$ cat config.mk
export PLATFORM = sky130hd
export DESIGN_NAME = uart_prog_loader_flat
export DESIGN_NICKNAME = d
export VERILOG_FILES = /design/src/rtl/uart_prog_loader_if.sv /design/src/rtl/uart_prog_loader.sv /design/src/flat_wrapper.sv
export SDC_FILE = /design/constraint.sdc
export NUM_CORES = 1
export LEC_CHECK = 0
export ABC_AREA = 1
export ABC_CLOCK_PERIOD_IN_PS = 2470
export CORE_ASPECT_RATIO = 1.4
export CORE_UTILIZATION = 56
export DETAILED_ROUTE_END_ITERATION = 12
export GPL_TIMING_DRIVEN = 0
export PLACE_DENSITY_LB_ADDON = 0.05
export SLEW_MARGIN = 20
export SYNTH_ARGS = -nofsm -noshare
export SYNTH_HDL_FRONTEND = slang
export SYNTH_SLANG_ARGS = --single-unit
$ cat constraint.sdc
create_clock -name clock -period 2.47 [get_ports clock]
set_input_delay 0.494 -clock clock [delete_from_list [all_inputs] [get_ports clock]]
set_output_delay 0.494 -clock clock [all_outputs]
set_load 0.02 [all_outputs]
$ cat src/rtl/uart_prog_loader_if.sv
// rtl/uart_prog_loader_if.sv - UART byte input, instruction-memory write port and load status
// master drives the byte stream and start; slave is the loader.
interface uart_prog_loader_if #(
  parameter int ADDR_W = 14
);
  logic              start;
  logic              rx_valid;
  logic [7:0]        rx_data;
  logic              wr_en;
  logic [ADDR_W-1:0] wr_addr;
  logic [31:0]       wr_data;
  logic              cpu_hold;
  logic              done;
  logic              err;
  logic [15:0]       words_loaded;

  modport master (
    output start, rx_valid, rx_data,
    input  wr_en, wr_addr, wr_data, cpu_hold, done, err, words_loaded
  );

  modport slave (
    input  start, rx_valid, rx_data,
    output wr_en, wr_addr, wr_data, cpu_hold, done, err, words_loaded
  );
endinterface

$ cat src/rtl/uart_prog_loader.sv
// rtl/uart_prog_loader.sv - packs a length-prefixed UART byte stream into instruction-memory words
// Holds the CPU in reset while a load is in progress; aborts on an oversize length or an inter-byte timeout.
module uart_prog_loader #(
  parameter int ADDR_W  = 14,
  parameter int TIMEOUT = 5_000_000
) (
  input  logic               clock,
  input  logic               reset,
  uart_prog_loader_if.slave  bus
);
  localparam int            TW       = (TIMEOUT > 2) ? $clog2(TIMEOUT) : 1;
  localparam logic [TW-1:0] TMO_LAST = TW'(TIMEOUT - 1);
  localparam logic [16:0]   MAX_LEN  = 17'(1) << ADDR_W;

  typedef enum logic [2:0] {
    S_IDLE, S_LEN_LO, S_LEN_HI, S_DATA, S_DONE, S_ERR
  } state_t;

  state_t            r_state;
  logic [15:0]       r_len;
  logic [1:0]        r_idx;
  logic [23:0]       r_word;
  logic [TW-1:0]     r_tmo;
  logic              r_wr_en;
  logic [ADDR_W-1:0] r_wr_addr;
  logic [31:0]       r_wr_data;
  logic              r_cpu_hold;
  logic              r_done;
  logic              r_err;
  logic [15:0]       r_words;

  logic        w_busy;
  logic        w_tmo_hit;
  logic        w_last_write;
  logic [15:0] w_full_len;

  assign w_busy       = (r_state == S_LEN_LO) || (r_state == S_LEN_HI) || (r_state == S_DATA);
  assign w_tmo_hit    = !bus.rx_valid && (r_tmo == TMO_LAST);
  assign w_last_write = r_wr_en && ((r_words + 16'd1) == r_len);
  assign w_full_len   = {bus.rx_data, r_len[7:0]};

  always_ff @(posedge clock or negedge reset) begin
    if (!reset) begin
      r_state    <= S_IDLE;
      r_len      <= '0;
      r_idx      <= '0;
      r_word     <= '0;
      r_tmo      <= '0;
      r_wr_en    <= 1'b0;
      r_wr_addr  <= '0;
      r_wr_data  <= '0;
      r_cpu_hold <= 1'b0;
      r_done     <= 1'b0;
      r_err      <= 1'b0;
      r_words    <= '0;
    end else begin
      r_wr_en <= 1'b0;
      if (w_busy) r_tmo <= bus.rx_valid ? '0 : r_tmo + TW'(1);
      // The address saturates so a full-capacity load leaves it on the last word.
      if (r_wr_en) begin
        r_words <= r_words + 16'd1;
        if (r_wr_addr != '1) r_wr_addr <= r_wr_addr + 1'b1;
      end

      unique case (r_state)
        S_IDLE, S_DONE, S_ERR: begin
          if (bus.start) begin
            r_state    <= S_LEN_LO;
            r_done     <= 1'b0;
            r_err      <= 1'b0;
            r_words    <= '0;
            r_wr_addr  <= '0;
            r_idx      <= '0;
            r_tmo      <= '0;
            r_cpu_hold <= 1'b1;
          end
        end
        S_LEN_LO: begin
          if (bus.rx_valid) begin
            r_len[7:0] <= bus.rx_data;
            r_state    <= S_LEN_HI;
          end else if (w_tmo_hit) begin
            r_state    <= S_ERR;
            r_err      <= 1'b1;
            r_cpu_hold <= 1'b0;
          end
        end
        S_LEN_HI: begin
          if (bus.rx_valid) begin
            r_len[15:8] <= bus.rx_data;
            if (w_full_len == 16'd0) begin
              r_state    <= S_DONE;
              r_done     <= 1'b1;
              r_cpu_hold <= 1'b0;
            end else if ({1'b0, w_full_len} > MAX_LEN) begin
              r_state    <= S_ERR;
              r_err      <= 1'b1;
              r_cpu_hold <= 1'b0;
            end else begin
              r_state <= S_DATA;
              r_idx   <= '0;
            end
          end else if (w_tmo_hit) begin
            r_state    <= S_ERR;
            r_err      <= 1'b1;
            r_cpu_hold <= 1'b0;
          end
        end
        S_DATA: begin
          if (w_last_write) begin
            r_state    <= S_DONE;
            r_done     <= 1'b1;
            r_cpu_hold <= 1'b0;
          end else if (bus.rx_valid) begin
            r_idx <= r_idx + 2'd1;
            unique case (r_idx)
              2'd0:    r_word[7:0]   <= bus.rx_data;
              2'd1:    r_word[15:8]  <= bus.rx_data;
              2'd2:    r_word[23:16] <= bus.rx_data;
              default: begin
                r_wr_en   <= 1'b1;
                r_wr_data <= {bus.rx_data, r_word};
              end
            endcase
          end else if (w_tmo_hit) begin
            r_state    <= S_ERR;
            r_err      <= 1'b1;
            r_cpu_hold <= 1'b0;
          end
        end
        default: r_state <= S_IDLE;
      endcase
    end
  end

  assign bus.wr_en        = r_wr_en;
  assign bus.wr_addr      = r_wr_addr;
  assign bus.wr_data      = r_wr_data;
  assign bus.cpu_hold     = r_cpu_hold;
  assign bus.done         = r_done;
  assign bus.err          = r_err;
  assign bus.words_loaded = r_words;
endmodule

$ cat src/flat_wrapper.sv
// flat-port wrapper written by rule: the top's interface ports become plain ports
module uart_prog_loader_flat 
#(
  parameter int ADDR_W  = 14,
  parameter int TIMEOUT = 5_000_000
)
  (clock, reset, bus_start, bus_rx_valid, bus_rx_data, bus_wr_en, bus_wr_addr, bus_wr_data, bus_cpu_hold, bus_done, bus_err, bus_words_loaded);
  uart_prog_loader_if #(.ADDR_W(ADDR_W)) bus_i ();
  input  logic clock;
  input  logic reset;
  input wire logic [$bits(bus_i.start)-1:0] bus_start;
  input wire logic [$bits(bus_i.rx_valid)-1:0] bus_rx_valid;
  input wire logic [$bits(bus_i.rx_data)-1:0] bus_rx_data;
  output wire logic [$bits(bus_i.wr_en)-1:0] bus_wr_en;
  output wire logic [$bits(bus_i.wr_addr)-1:0] bus_wr_addr;
  output wire logic [$bits(bus_i.wr_data)-1:0] bus_wr_data;
  output wire logic [$bits(bus_i.cpu_hold)-1:0] bus_cpu_hold;
  output wire logic [$bits(bus_i.done)-1:0] bus_done;
  output wire logic [$bits(bus_i.err)-1:0] bus_err;
  output wire logic [$bits(bus_i.words_loaded)-1:0] bus_words_loaded;
  assign bus_i.start = bus_start;
  assign bus_i.rx_valid = bus_rx_valid;
  assign bus_i.rx_data = bus_rx_data;
  assign bus_wr_en = bus_i.wr_en;
  assign bus_wr_addr = bus_i.wr_addr;
  assign bus_wr_data = bus_i.wr_data;
  assign bus_cpu_hold = bus_i.cpu_hold;
  assign bus_done = bus_i.done;
  assign bus_err = bus_i.err;
  assign bus_words_loaded = bus_i.words_loaded;
  uart_prog_loader #(.ADDR_W(ADDR_W), .TIMEOUT(TIMEOUT)) u_core (.clock(clock), .reset(reset), .bus(bus_i));
endmodule
Word-level counts from Yosys, hierarchy flattened --
Index checks and enable logic that the tools add are counted.
Storage, ports and cells: bits in registers 134, input bits 12, output and inout port bits 66, word-level logic and storage cells 118
Cells by class: add/subtract/negate cells 4, $lt $le $gt $ge 1, equal/unequal tests 22, muxes and demuxes 51, bitwise logic cells 2, reduce and logical (&&, ||, !) cells 23
Operators by type and width (number):
- 2-to-1 mux 23 bit | 4
- 2-to-1 mux 14 bit | 4
- 2-to-1 mux 16 bit | 3
- 2-to-1 mux 3 bit | 8
- adder 23 x 1 -> 23 bit (second input constant) | 1
- equality test 23 bit (second input constant) | 1
- 2-to-1 mux 1 bit | 21
- adder 16 x 1 -> 16 bit (second input constant) | 1
- equality test 16 bit | 1
- > comparator 16 x 15 -> 1 bit (second input constant) | 1
- logical NOT 16 bit | 1
- AND reduction 4 bit | 4
- adder 14 x 1 -> 14 bit (second input constant) | 1
- != test 14 bit (second input constant) | 1
- != test 2 bit (second input constant) | 7
- 2-to-1 mux 2 bit | 6
- case mux 3 bit (4 select lines) | 1
- AND reduction 5 bit | 2
- case mux 1 bit (4 select lines) | 2
- AND reduction 7 bit | 1
- equality test 3 x 2 -> 1 bit (second input constant) | 2
- equality test 3 bit (second input constant) | 2
- != test 3 bit (second input constant) | 2
- case mux 2 bit (3 select lines) | 1
- other kinds (19) | 25

Depth between registers and ports, before layout --
depth in word-level cells 6, mapped depth 17

Worst setup path before layout --
OpenSTA, ideal clock, no wires.
path kind reg2reg, start reg u_core.r_words[0] (netlist: u_core.bus.words_loaded[0]), end reg u_core.r_wr_data[10] (netlist: u_core.bus.wr_data[10]), arrival time 2.175 ns, required time 2.354 ns, path slack 0.178 ns, cell stages (with the launch flop) 17, period minus slack after synthesis 2.292 ns, path through dfrtp_1 > ha_1 > nand2_1 > nor2_2 > buf_4 > nand3_1 > nand2_1 > nor2_1 > nor2_1 > nand2_1 > nor2_2 > nand3_4 > nand4_4 > inv_2 > buf_6 > nand2_1 > nand2_1
On the way: longest elaborated chain between the ends 5
RTL lines:
- start, declared | RTL line uart_prog_loader.sv:30 | logic [15:0] r_words;
- start signal, assigned | RTL line uart_prog_loader.sv:61 | r_words <= r_words + 16'd1;
- adder 16 x 1 -> 16 bit | RTL line uart_prog_loader.sv:39 | assign w_last_write = r_wr_en && ((r_words + 16'd1) == r_len);
- equality test 16 bit | RTL line uart_prog_loader.sv:39
- logical AND 1 bit | RTL line uart_prog_loader.sv:39
- NOT 1 bit (no line)
- AND reduction 4 bit (no line)
- end signal, assigned | RTL line uart_prog_loader.sv:122 | r_wr_data <= {bus.rx_data, r_word};
- end, declared | RTL line uart_prog_loader.sv:26 | logic [31:0] r_wr_data;
No other way between the ends. A chain may end at the register's enable or synchronous reset.

Final worst setup path --
start reg u_core.r_words[1] (netlist: u_core.bus.words_loaded[1]), end reg u_core.r_wr_data[4] (netlist: u_core.bus.wr_data[4])
The elaborated chain is that of the path after synthesis.

==> run metrics <==
run status completed; Post-Syn Area 6739 µm²; Hold WC Path Type register to register; initial drt markers 450; CTS buffer count 17; Max Cap Violations 0; final hold vios 0; DR vias 6271; core area 11760 µm²; worst skew pair latency 420 ps; Worst path top cell family by delay simple AND/OR/NAND/NOR gates; worst-path cell chain ha_4 -> nand2_2 -> nor2_4 -> buf_4 -> nand2_1 -> nand2_1 -> nand2_1 -> nor2_1 -> nor2_1 -> nand2_1 -> nor2_4 -> nand3_4 -> nand4_4 -> buf_6 -> buf_4 -> nand2_1 -> nand2_1; #FFs+latches synth 134; total gr overflow 0; clk_skew 7.143 ps; Power Dens Cells 810.3 nW/µm²; synth warn 0; Reg clk slew, reported paths 60 ps; Crit path largest cell delay 410 ps; Worst Setup Start Kind register; Die Area 12480 µm²; Setup crit end kind register; top cells by area, synth dfrtp_1 (50%), nand2_1 (15%), o21ai_0 (5.9%); crit path buf inv count 3; Post-Syn Instances 862; post-layout minimum cycle time 2354 ps; Yosys top cell by area dfrtp_1; Avg Cell Area, Syn 7.818 µm²; worst-margin pin slew 750.3 ps; DP HPWL 12.31 mm; CTS tree built; final setup vio count 0; CTS Buffer Depth 2; kind of critical path register to register; DRT Wirelength 17.58 mm; final cell count without fillers 1131; worst hold slack 479.1 ps; sequential area share after synthesis 49.76%; VDD IR max 0.0005908 V; initial antenna violation count 0; fmax 424.7 MHz; IO Pins 78; clock sink count 134; met1 Resource Use GR 35.80%; row count 47; async set or reset register ratio after synthesis 100.0%; Antenna Cells 0; number of synthesized flops with an enable pin 0; Antenna Nets Post-Route 0; setup tns final 0 ps; Layout area overhead 26.07%; Post-Syn Nets 881; share of cells above drive strength 1 8.841%; via/cell ratio 5.545; port bufs 77; dpl cells 1087; Max FO, Critical Path 10; Final Wtd Congestion 0.8988; final slew viol count 0; Avg WL per Cell 15.55 µm; H-tree depth 4; Final Power 6884 µW; die height 131.8 µm; Residual DRC 0; die width 94.71 µm; Crit path arrival time 2660 ps; Root Driver clkbuf_16; Lkg Pwr 0.003991 µW; met3 GRT Util 4.960%; synth cell count leaders nand2_1 (266), dfrtp_1 (134), inv_1 (104), o21ai_0 (80), nor2_1 (67); Synth cell types 33; Worst path slowest cell dfrtp_1; starting density of the core 57.30%; most crowded layer after global routing met2; Final period util 95.32%; share of Yosys cell area claimed by the top area cell type 49.76%; most common cell in the netlist nand2_1; Total Nets Final 990; Total GRT Usage 29.25%; Required @ worst endpoint 2780 ps; global-route wire length before repair 28.52 mm; Fill cells 940; DR pass1 iterations 5; vias in the first global route 6114; met2 Resource Use GR 50.12%; largest net degree at the start of global routing 104; normalized max-slew margin 49.98%; most frequent CP cell nand2_1; ys flop type dfrtp_1
## final timing paths
kind | from | to | slack, ps | cells after the start
max in group asynchronous | reset | u_core.bus.wr_data[14]$_DFFE_PN0P_ | 1130 | 3
worst max-delay path | u_core.bus.words_loaded[1]$_DFF_PN0_ | u_core.bus.wr_data[4]$_DFFE_PN0P_ | 120 | 17
min in group asynchronous | reset | u_core.bus.words_loaded[14]$_DFF_PN0_ | 530 | 2
worst min-delay path | u_core.bus.wr_data[13]$_DFFE_PN0P_ | u_core.bus.wr_data[13]$_DFFE_PN0P_ | 480 | 2
worst max register to register | u_core.bus.words_loaded[1]$_DFF_PN0_ | u_core.bus.wr_data[4]$_DFFE_PN0P_ | 120 | 17
worst min register to register | u_core.bus.wr_data[13]$_DFFE_PN0P_ | u_core.bus.wr_data[13]$_DFFE_PN0P_ | 480 | 2
## state kept, by name, indices dropped and copies added, names as in the netlist, 2 cells and up
register                 cells
u_core.r_len                16
u_core.bus.words_loaded     16
u_core.r_word               24
u_core.bus.wr_addr          14
u_core.r_state               3
u_core.r_tmo                23
u_core.bus.wr_data          32
u_core.r_idx                 2
## cells in the final DEF, fill, tap and decap left out, drive strengths merged, types with 5 or more instances in the layout
master / n
inv: 111
nor3: 18
dfrtp: 134
buf: 23
clkdlybuf4s50: 76
nand3: 56
o211ai: 9
clkinvlp: 6
o21ai: 83
ha: 7
nand2: 267
nor2: 74
nand3b: 5
nand4: 24
clkbuf: 30
a21oi: 35
nor4: 5
## per-stage QoR
stage	worst slack, ps	utilization [%]	area (µm²)
final	115.7	72.23	8496
after floorplan	178.3	-	6739
after detailed placement	-118.0	65.69	7726
after CTS	3.413	70.79	8325
after global routing	-0.7370	72.23	8496
after global placement	-4330	65.41	7694
## cell families after synthesis
family                     synth area share (%)
AOI/OAI and AO/OA                         11.05
xor gates and xnor gates                 0.5198
adders and majority gates                 1.300
buffers and inverters                     7.742
DFF                                       49.76
and+or+nand+nor                           29.63
## tightest hold or removal path: stages (launching register included)
cell and delay (ps):
dfrtp_1 340, nand2_1 50, nand2_1 60
## routing by layer
layer	vias to the layer above	share of wire, %
li1	3022	-
met1	2943	38
met2	251	52
met3	55	5.9
met4	0	3.4
met5	-	0
## layout make-up
cell class / count / area, µm² / area share, %
Inverter: 105 / 396.6 / 4.669
Clock buffer: 18 / 439.2 / 5.169
Clock inverter: 14 / 117.6 / 1.384
Tap cell: 147 / 183.9 / 2.165
Buffer: 22 / 132.6 / 1.561
Multi-Input combinational cell: 601 / 2962 / 34.86
Sequential cell: 134 / 3357 / 39.51
Timing Repair Buffer: 90 / 907.1 / 10.68
## power breakdown
part	internal (µW)	switching, µW	total [µW]
logic	575	1130	1710
registers	2560	262	2830
clock network	1330	1020	2350
total	4470	2410	6880
## timing repair
action,CTS,global route
gates resized for setup,1,31
gates cloned,0,1
hold endpoints to repair,31,0
pin swaps,1,11
endpoints found under the setup margin,57,74
hold buffers,1,0
setup buffers,4,6
(Power assumes the default switching activity.)
